[src/rtl/paddle_arbiter.sv]
// Two-player paddle arbiter: grants one player at a time and turns digital
// left/right requests into a paced, accelerating 2-bit Gray quadrature stream.
module paddle_arbiter #(
    parameter int unsigned CLKDIV      = 5500,
    parameter int unsigned ACCEL_STEPS = 32,
    parameter int unsigned HOLD_TICKS  = 64
) (
    input  logic clk_sys,
    input  logic reset,
    input  logic left0,
    input  logic right0,
    input  logic left1,
    input  logic right1,
    input  logic arb_mode,
    input  logic force_player,
    output logic enc_a,
    output logic enc_b,
    output logic owner_valid,
    output logic owner,
    output logic step
);

    localparam int unsigned DIV_W  = $clog2(CLKDIV);
    localparam int unsigned RUN_W  = $clog2(ACCEL_STEPS + 1);
    localparam int unsigned HOLD_W = $clog2(HOLD_TICKS + 1);

    localparam logic [DIV_W-1:0]  SLOW_M1  = DIV_W'(CLKDIV - 1);
    localparam logic [DIV_W-1:0]  FAST_M1  = DIV_W'((CLKDIV >> 2) - 1);
    localparam logic [RUN_W-1:0]  RUN_MAX  = RUN_W'(ACCEL_STEPS);
    localparam logic [HOLD_W-1:0] HOLD_M1  = HOLD_W'(HOLD_TICKS - 1);

    localparam logic [1:0] IDLE = 2'd0;
    localparam logic [1:0] OWN0 = 2'd1;
    localparam logic [1:0] OWN1 = 2'd2;

    logic [1:0]        state, state_n;
    logic [1:0]        phase, phase_n;
    logic [DIV_W-1:0]  div_cnt, div_n;
    logic [RUN_W-1:0]  run_cnt, run_n;
    logic [HOLD_W-1:0] hold_cnt, hold_n;
    logic              last_dir, dir_n;

    logic              req0, req1, own, cur, req_o, dir_o;
    logic [DIV_W-1:0]  lim_m1;
    logic              tick, step_now, dir_change;

    assign req0     = left0 ^ right0;
    assign req1     = left1 ^ right1;
    assign own      = (state != IDLE);
    assign cur      = (state == OWN1);
    assign req_o    = cur ? req1 : req0;
    assign dir_o    = cur ? right1 : right0;
    assign lim_m1   = (run_cnt >= RUN_MAX) ? FAST_M1 : SLOW_M1;
    assign tick     = own && (div_cnt == lim_m1);
    assign step_now = tick && req_o;
    assign dir_change = own && req_o && (dir_o != last_dir);

    assign enc_a = phase[1];
    assign enc_b = phase[0];

    // Next-state, divider, speed, hold and phase logic.
    always_comb begin
        state_n = state;
        div_n   = div_cnt;
        run_n   = run_cnt;
        hold_n  = hold_cnt;
        dir_n   = last_dir;
        phase_n = phase;

        if (arb_mode) begin
            state_n = force_player ? OWN1 : OWN0;
        end else begin
            case (state)
                IDLE: begin
                    if (req0)      state_n = OWN0;
                    else if (req1) state_n = OWN1;
                end
                OWN0, OWN1: begin
                    if (tick && !req_o && (hold_cnt == HOLD_M1)) state_n = IDLE;
                end
                default: state_n = IDLE;
            endcase
        end

        if (own) begin
            // A speed change can leave div_cnt beyond the new limit: wrap silently.
            if (tick || (div_cnt > lim_m1)) div_n = '0;
            else                            div_n = div_cnt + DIV_W'(1);

            if (dir_change || (tick && !req_o)) run_n = '0;
            if (step_now && (run_n < RUN_MAX))  run_n = run_n + RUN_W'(1);

            if (req_o || arb_mode) hold_n = '0;
            else if (tick)         hold_n = hold_cnt + HOLD_W'(1);

            if (req_o) dir_n = dir_o;
        end

        if (step_now)
            phase_n = dir_o ? {phase[0], ~phase[1]} : {~phase[0], phase[1]};

        if ((state_n != state) || (state_n == IDLE)) begin
            div_n  = '0;
            run_n  = '0;
            hold_n = '0;
        end
    end

    always_ff @(posedge clk_sys) begin
        if (reset) begin
            state       <= IDLE;
            phase       <= 2'b00;
            div_cnt     <= '0;
            run_cnt     <= '0;
            hold_cnt    <= '0;
            last_dir    <= 1'b0;
            owner_valid <= 1'b0;
            owner       <= 1'b0;
            step        <= 1'b0;
        end else begin
            state       <= state_n;
            phase       <= phase_n;
            div_cnt     <= div_n;
            run_cnt     <= run_n;
            hold_cnt    <= hold_n;
            last_dir    <= dir_n;
            owner_valid <= (state_n != IDLE);
            owner       <= (state_n == OWN1);
            step        <= step_now;
        end
    end

endmodule

[config.mk]
export PLATFORM = sky130hd
export DESIGN_NAME = paddle_arbiter
export DESIGN_NICKNAME = d
export VERILOG_FILES = /design/src/rtl/paddle_arbiter.sv
export SDC_FILE = /design/constraint.sdc
export NUM_CORES = 1
export LEC_CHECK = 0
export BUFFER_PORTS_ARGS = -buffer_cell sky130_fd_sc_hd__buf_2
export CAP_MARGIN = 30
export CORE_MARGIN = 4
export CORE_UTILIZATION = 50
export DETAILED_ROUTE_END_ITERATION = 8
export PLACE_DENSITY = 0.7
export RECOVER_POWER = 50
export REMOVE_ABC_BUFFERS = 1
export SYNTH_ARGS = -nofsm -noshare
export SYNTH_HDL_FRONTEND = slang
export SYNTH_SLANG_ARGS = --single-unit
[constraint.sdc]
create_clock -name clk_sys -period 6.7 [get_ports clk_sys]
set_clock_uncertainty 0.1 [all_clocks]
set_input_delay 1.005 -clock clk_sys [delete_from_list [all_inputs] [get_ports clk_sys]]
set_output_delay 1.005 -clock clk_sys [all_outputs]
set_load 0.01 [all_outputs]
-- Word-level counts from Yosys, hierarchy flattened
Index checks and enable logic that the tools add are counted.
- input port bits: 8
- flip-flop bits (word level): 34
- word-level logic and storage cells: 63
- equal/unequal tests: 7
- add/sub/neg operators: 3
- order comparisons: 3
- reductions and logical operators: 21
- multiplexer cells: 16
- bitwise operators: 4
- operator list (cell ; count):
    two-way mux 13 bit ; 2
    two-way mux 6 bit ; 3
    two-way mux 7 bit ; 2
    adder 13 x 1 -> 13 bit, second input constant ; 1
    equality test 13 bit ; 1
    greater-than comparator 13 bit ; 1
    two-way mux 2 bit ; 6
    adder 7 x 1 -> 7 bit, second input constant ; 1
    equality test 7 x 6 -> 1 bit, second input constant ; 1
    logical AND 1 bit ; 7
    adder 6 x 1 -> 6 bit, second input constant ; 1
    >= comparator 6 bit, second input constant ; 1
    < comparator 6 bit, second input constant ; 1
    nonzero test 2 bit ; 3
    equality test 2 bit, second input constant ; 2
    logical NOT 2 bit ; 2
    logical OR 1 bit ; 4
    one-hot mux 2 bit (2 select lines) ; 1
    AND reduction 2 bit ; 2
    OR reduction 2 bit ; 2
    equality test 2 x 1 -> 1 bit, second input constant ; 1
    two-way mux 1 bit ; 2
    != test 2 bit ; 1
    inverter 1 bit ; 2
    other kinds (3) ; 4

-- Logic depth before layout (Yosys ltp)
- depth after elaboration: 12
- depth in mapped cells: 12
- gate-level depth less buffers: 11

-- Worst setup path after synthesis
No wires, ideal clock.
- path type: input to register
- start point: input port right0
- end point: register run_cnt[4]
- arrival time: 2.891 ns
- data required time: 6.462 ns
- setup slack: 3.571 ns
- stages on the path: 9
- cells stage by stage: xor2_2 > mux2i_1 > mux2_4 > nor2_4 > and2b_1 > ha_1 > nand4_1 > xor2_1 > nor4_2
- word-level cells in the longest chain between the ends: 11
- elaborated cells between the ends (all ways): 25
- those cells by class: add/sub: 1; order compare: 1; eq/ne: 2; mux: 9; bitwise: 1; reduce/logical: 11
- ends and longest elaborated chain (what ; line ; source):
    start: declaration ; 11 ; input logic right0,
    branches (longest 11 deep; another with < comparator 6 bit) ; -- ;
    end signal: assignment ; 124 ; run_cnt <= run_n;
    end: declaration ; 39 ; logic [RUN_W-1:0] run_cnt, run_n;
Several ways; the timed one is not identified. The select of a mux whose other input is x is not followed.
A chain may end at the register's enable or synchronous reset.

-- Worst setup path after layout
- start point: register state[0]
- end point: register div_cnt[2]
- word-level cells in the longest chain between the ends: 11
- elaborated cells between the ends (all ways): 21
- those cells by class: eq/ne: 3; mux: 7; reduce/logical: 11
- ends and longest elaborated chain (what ; line ; source):
    start: declaration ; 36 ; logic [1:0] state, state_n;
    start signal: assignment ; 121 ; state <= state_n;
    equality test 2 bit ; 50, 73 ;
    two-way mux 1 bit ; 51 ; assign req_o = cur ? req1 : req0;
    logical NOT 1 bit ; 79 ; if (tick && !req_o && (hold_cnt == HOLD_M1)) state_n = IDLE;
    logical AND 1 bit (2 in a row) ; 79 ;
    two-way mux 2 bit ; 79 ;
    one-hot mux 2 bit (2 select lines) ; 73 ; case (state)
    two-way mux 2 bit ; 70 ; if (arb_mode) begin
    != test 2 bit or logical NOT 2 bit (tied branches) ; 102 ; if ((state_n != state) || (state_n == IDLE)) begin
    logical OR 1 bit ; 102 ;
    OR reduction 2 bit (no line) ; -- ;
    end signal: assignment ; 123 ; div_cnt <= div_n;
    end: declaration ; 38 ; logic [DIV_W-1:0] div_cnt, div_n;
Several ways; a longest one is shown, not always the timed one.

==> results <==
- In this run, post-CTS repair resized a total of 0 instances.
- The total overflow left after global routing is 0.
- The critical path ends at div_cnt[2].
- Summed over all cells, the static leakage comes to 0.7901 nW.
- The arrival time at the worst endpoint is 3260 ps.
- The share of synthesized area in the top cell type comes to 0.3176.
- Power spread over the standard cell area amounts to 204.9 mW/mm2.
- The clock passes through at most 2 buffers.
- The cell at the root of the clock tree is sky130_fd_sc_hd__clkbuf_8.
- The detailed-route wire length is 4.114 mm.
- The setup-violating endpoint count in the final report is 0.
- The average wire per standard cell is 13.85 um.
- Once detailed placement completed, the half-perimeter wirelength came to 3.021 mm.
- The maximum fanout along the worst path is 22.
- Setup repair after global routing left no endpoint under its margin.
- The buffers inserted during post-CTS setup optimization is 0.
- The congestion estimate from routability-driven global placement came to 0.8696.
- Tracing the worst setup path back leads to its startpoint at state[0].
- Port buffering added 12 buffers.
- The smallest hold slack is 401.0 ps.
- 0 antenna diodes ended up in the layout.
- After synthesis, the most frequently instantiated cells are sky130_fd_sc_hd__dfxtp_1, sky130_fd_sc_hd__nor2_1, sky130_fd_sc_hd__xor2_1.
- On the critical path, the stage with the largest delay is an instance of sky130_fd_sc_hd__ha_1.
- The die width is 73.47 um.
- The share of the Yosys chip area taken by registers is 0.3176.
- For this configuration, the core starts out at a cell density of 0.5245.
- The clock-pin slew on the worst setup and hold paths is 70 ps.
- The first global-routing pass estimated 7.107 mm of wire.
- The clock drives 34 sinks.
- Of all flip-flops after synthesis, the portion carrying an async set or reset was 0.
- For the final routed database, the setup TNS stands at 0 ps.
- The biggest area contributor in the post-synthesis netlist is sky130_fd_sc_hd__dfxtp_1.
- The via total after detailed routing is 1,657.
- TritonCTS built the clock tree.
- In the final layout, the share of cells above drive strength 1 is 0.1498.
- The longest individual stage delay on the worst path is 740 ps.
- Buffers inserted during clock tree synthesis total 5.
- For this run, the total global-route usage over all layers was measured as 0.1661.
- The top flip-flop cell by instance count after synthesis is sky130_fd_sc_hd__dfxtp_1.
- Entering global routing, the biggest net connects 23 pins.
- Synthesis inferred 34 register bits.
- The maximum ir drop on the vdd rail is 100.2 uV.
- Each instance of the synthesized netlist takes up on average 9.159 um2.
- STA classifies the critical path endpoint as a flop.
- The first detailed-routing pass ran for 4 iterations.
- The number of antenna violations at the first check in global routing was 0.
- The post-route fraction of the period consumed by the critical path is 0.4798.
- For this design the top-level I/O count stands at 13.
- The worst setup path is of the reg2reg kind.
- Based on the critical path, the design can be clocked at up to 0.3111 GHz.
- The DRC violations left is 0.
- The post-synthesis instance area is 0.002143 mm2.
- The final count of hold timing violations is 0.
- The DRC violation total after the first TritonRoute iteration is 72.
- The synthesized design contains 0 enable-type register cells.
- The number of max-capacitance violations reported is 0.
- The worst endpoint required time is 6750 ps.
- The number of nets in the layout is 264.
- The internal reg-to-reg setup slack is 3490 ps.
- The worst flop-to-flop path startpoint is state[0].
- The area of the core is 0.004086 mm2.
- Traced cell by cell, the critical path runs through inv_1 -> ha_1 -> or3b_1 -> o31a_1 -> o211ai_1 -> o21ba_2 -> o22ai_2 -> nor2_1.
- The via count of the first global-routing pass is 1,585.
- The startpoint class of the critical path is a flop.
- The footprint of the multi-input gates is 0.001354 mm2.
- The die covers 0.005398 mm2.
- The count of nets left with antenna violations after detail routing is 0.
- The capture point of the worst reg-to-reg path is div_cnt[2].
- The sequential standard cell area is 680.7 um2.
- The depth of the most critical reg-to-reg path is 8.
- After detailed routing, the number of vias per cell comes to 5.579.
- The transition time of the tightest slew-check pin is 862.2 ps.
- In this run the number of H-tree levels came out at 2.
- By area the synthesized netlist is led by sky130_fd_sc_hd__dfxtp_1, sky130_fd_sc_hd__ha_1, sky130_fd_sc_hd__xor2_1.
- Fill cells in the final layout number 394.
- The number of library cell types mapped by synthesis is 65.
- The total number of placement rows is 23.
- The synthesized netlist cell count is 234.
- The floorplan step set the die height to 73.47 um.
- The path class of the tightest hold or removal check is reg2reg.
- From synthesis to final layout, the design area changed by 6.538%.
- The run finished with clean final reports.
- The count of synthesis-stage warnings from yosys is 0.
- At the later pin of the worst-skew pair, clock insertion delay measures 280 ps.
- The number of max-slew violations in the final report was 0.
- Yosys instantiated no cell more often than sky130_fd_sc_hd__dfxtp_1.
- The time the final worst path needs with I/O delays and setup is 3214 ps.
- In this run the tightest slew margin relative to its limit is 0.4252.
- The number of hold-repair buffers added at the cts stage is 0.
## power breakdown
group / internal (mW) / switching, mW / total [mW]
registers: 0.206 / 0.00393 / 0.210
logic: 0.0279 / 0.0469 / 0.0748
clock network: 0.111 / 0.0722 / 0.183
## critical path, delay by kind of cell (launching register included)
family / cells / cell delay, ps
AND/OR/NAND/NOR: 2 / 610
adder cells (fa/ha/maj): 1 / 740
AO/OA/AOI/OAI: 4 / 1140
buffers and inverters: 1 / 130
flip-flops: 1 / 370
## registers in the layout (all words and copies together), names as in the netlist
signal	flops
state	2
hold_cnt	7
run_cnt	6
step	1
owner_valid	1
phase	2
last_dir	1
owner	1
div_cnt	13
## worst min path at each step
stage / depth (start not counted) / from / end / slack [ps]
CTS: 2 / run_cnt[1] / run_cnt[1] / 400
global placement: 2 / hold_cnt[6] / hold_cnt[6] / 370
finish: 2 / run_cnt[1] / run_cnt[1] / 400
global route: 2 / run_cnt[1] / run_cnt[1] / 420
detailed placement: 2 / run_cnt[1] / run_cnt[1] / 390
floorplan: 2 / hold_cnt[6] / hold_cnt[6] / 350
## layer usage
metal	up-vias	part of all wire	global-route usage	routed length [um]
met3	4	0.033	0.04104	136
li1	869	-	-	-
met1	761	0.50	0.2170	2040
met5	-	0	0	0
met2	23	0.46	0.2638	1901
met4	0	0.0085	0.06036	35
## per-stage QoR
step / utilization / power (mW) / setup WS [ps] / std cells / area (um2)
3_5_place_dp: 0.5401 / 0.2921 / 3225 / 289 / 2207
5_1_grt: 0.5588 / 0.4905 / 3255 / 297 / 2283
4_1_cts: 0.5661 / 0.4763 / 3437 / 297 / 2313
6_report: 0.5588 / 0.4678 / 3486 / 297 / 2283
2_1_floorplan: - / 0.2717 / 3584 / 227 / 2085
3_3_place_gp: 0.5401 / 0.2913 / 3279 / 289 / 2207
## logic make-up (layout without fill, tap and decap cells)
group | count (synthesis) | after routing | share of synthesized area
compound gates | 44 | 44 | 0.1553
xor+xnor | 25 | 25 | 0.1057
fa+ha+maj | 10 | 10 | 0.05838
buf+inv | 14 | 27 | 0.03970
flops | 34 | 34 | 0.3176
mux | 7 | 7 | 0.03677
simple gates | 100 | 100 | 0.2866
## area by class of cell
class                   instances  share of cell area
flip-flops and latches         34              0.2981
well taps                      50             0.02740
multi-input cells             186              0.5929
repair buffers                 12             0.02356
inverters                       7             0.01151
clock buffers                   7             0.03342
clock inverters                 1             0.01315
## layout by cell type (no fill, tap or decap), drive strengths merged, types with 2 or more instances in the layout
cell type | Yosys | final
clkbuf | 1 | 12
nor2 | 37 | 37
a21o | 2 | 2
dfxtp | 34 | 34
o21a | 2 | 2
o22ai | 2 | 2
o2bb2ai | 2 | 2
nand2 | 9 | 9
o21ai | 5 | 5
nand3 | 8 | 8
a211oi | 5 | 5
inv | 7 | 7
and2b | 2 | 2
a22oi | 3 | 3
nor3b | 2 | 2
ha | 10 | 10
nor2b | 3 | 3
xnor2 | 10 | 10
a21oi | 12 | 12
nand4b | 4 | 4
and4 | 2 | 2
mux2i | 6 | 6
or4b | 2 | 2
nor4 | 4 | 4
buf | 6 | 7
or3 | 2 | 2
and2 | 2 | 2
nand4 | 5 | 5
xor2 | 15 | 15
nor3 | 9 | 9
Power figures use the tool's default switching activity.
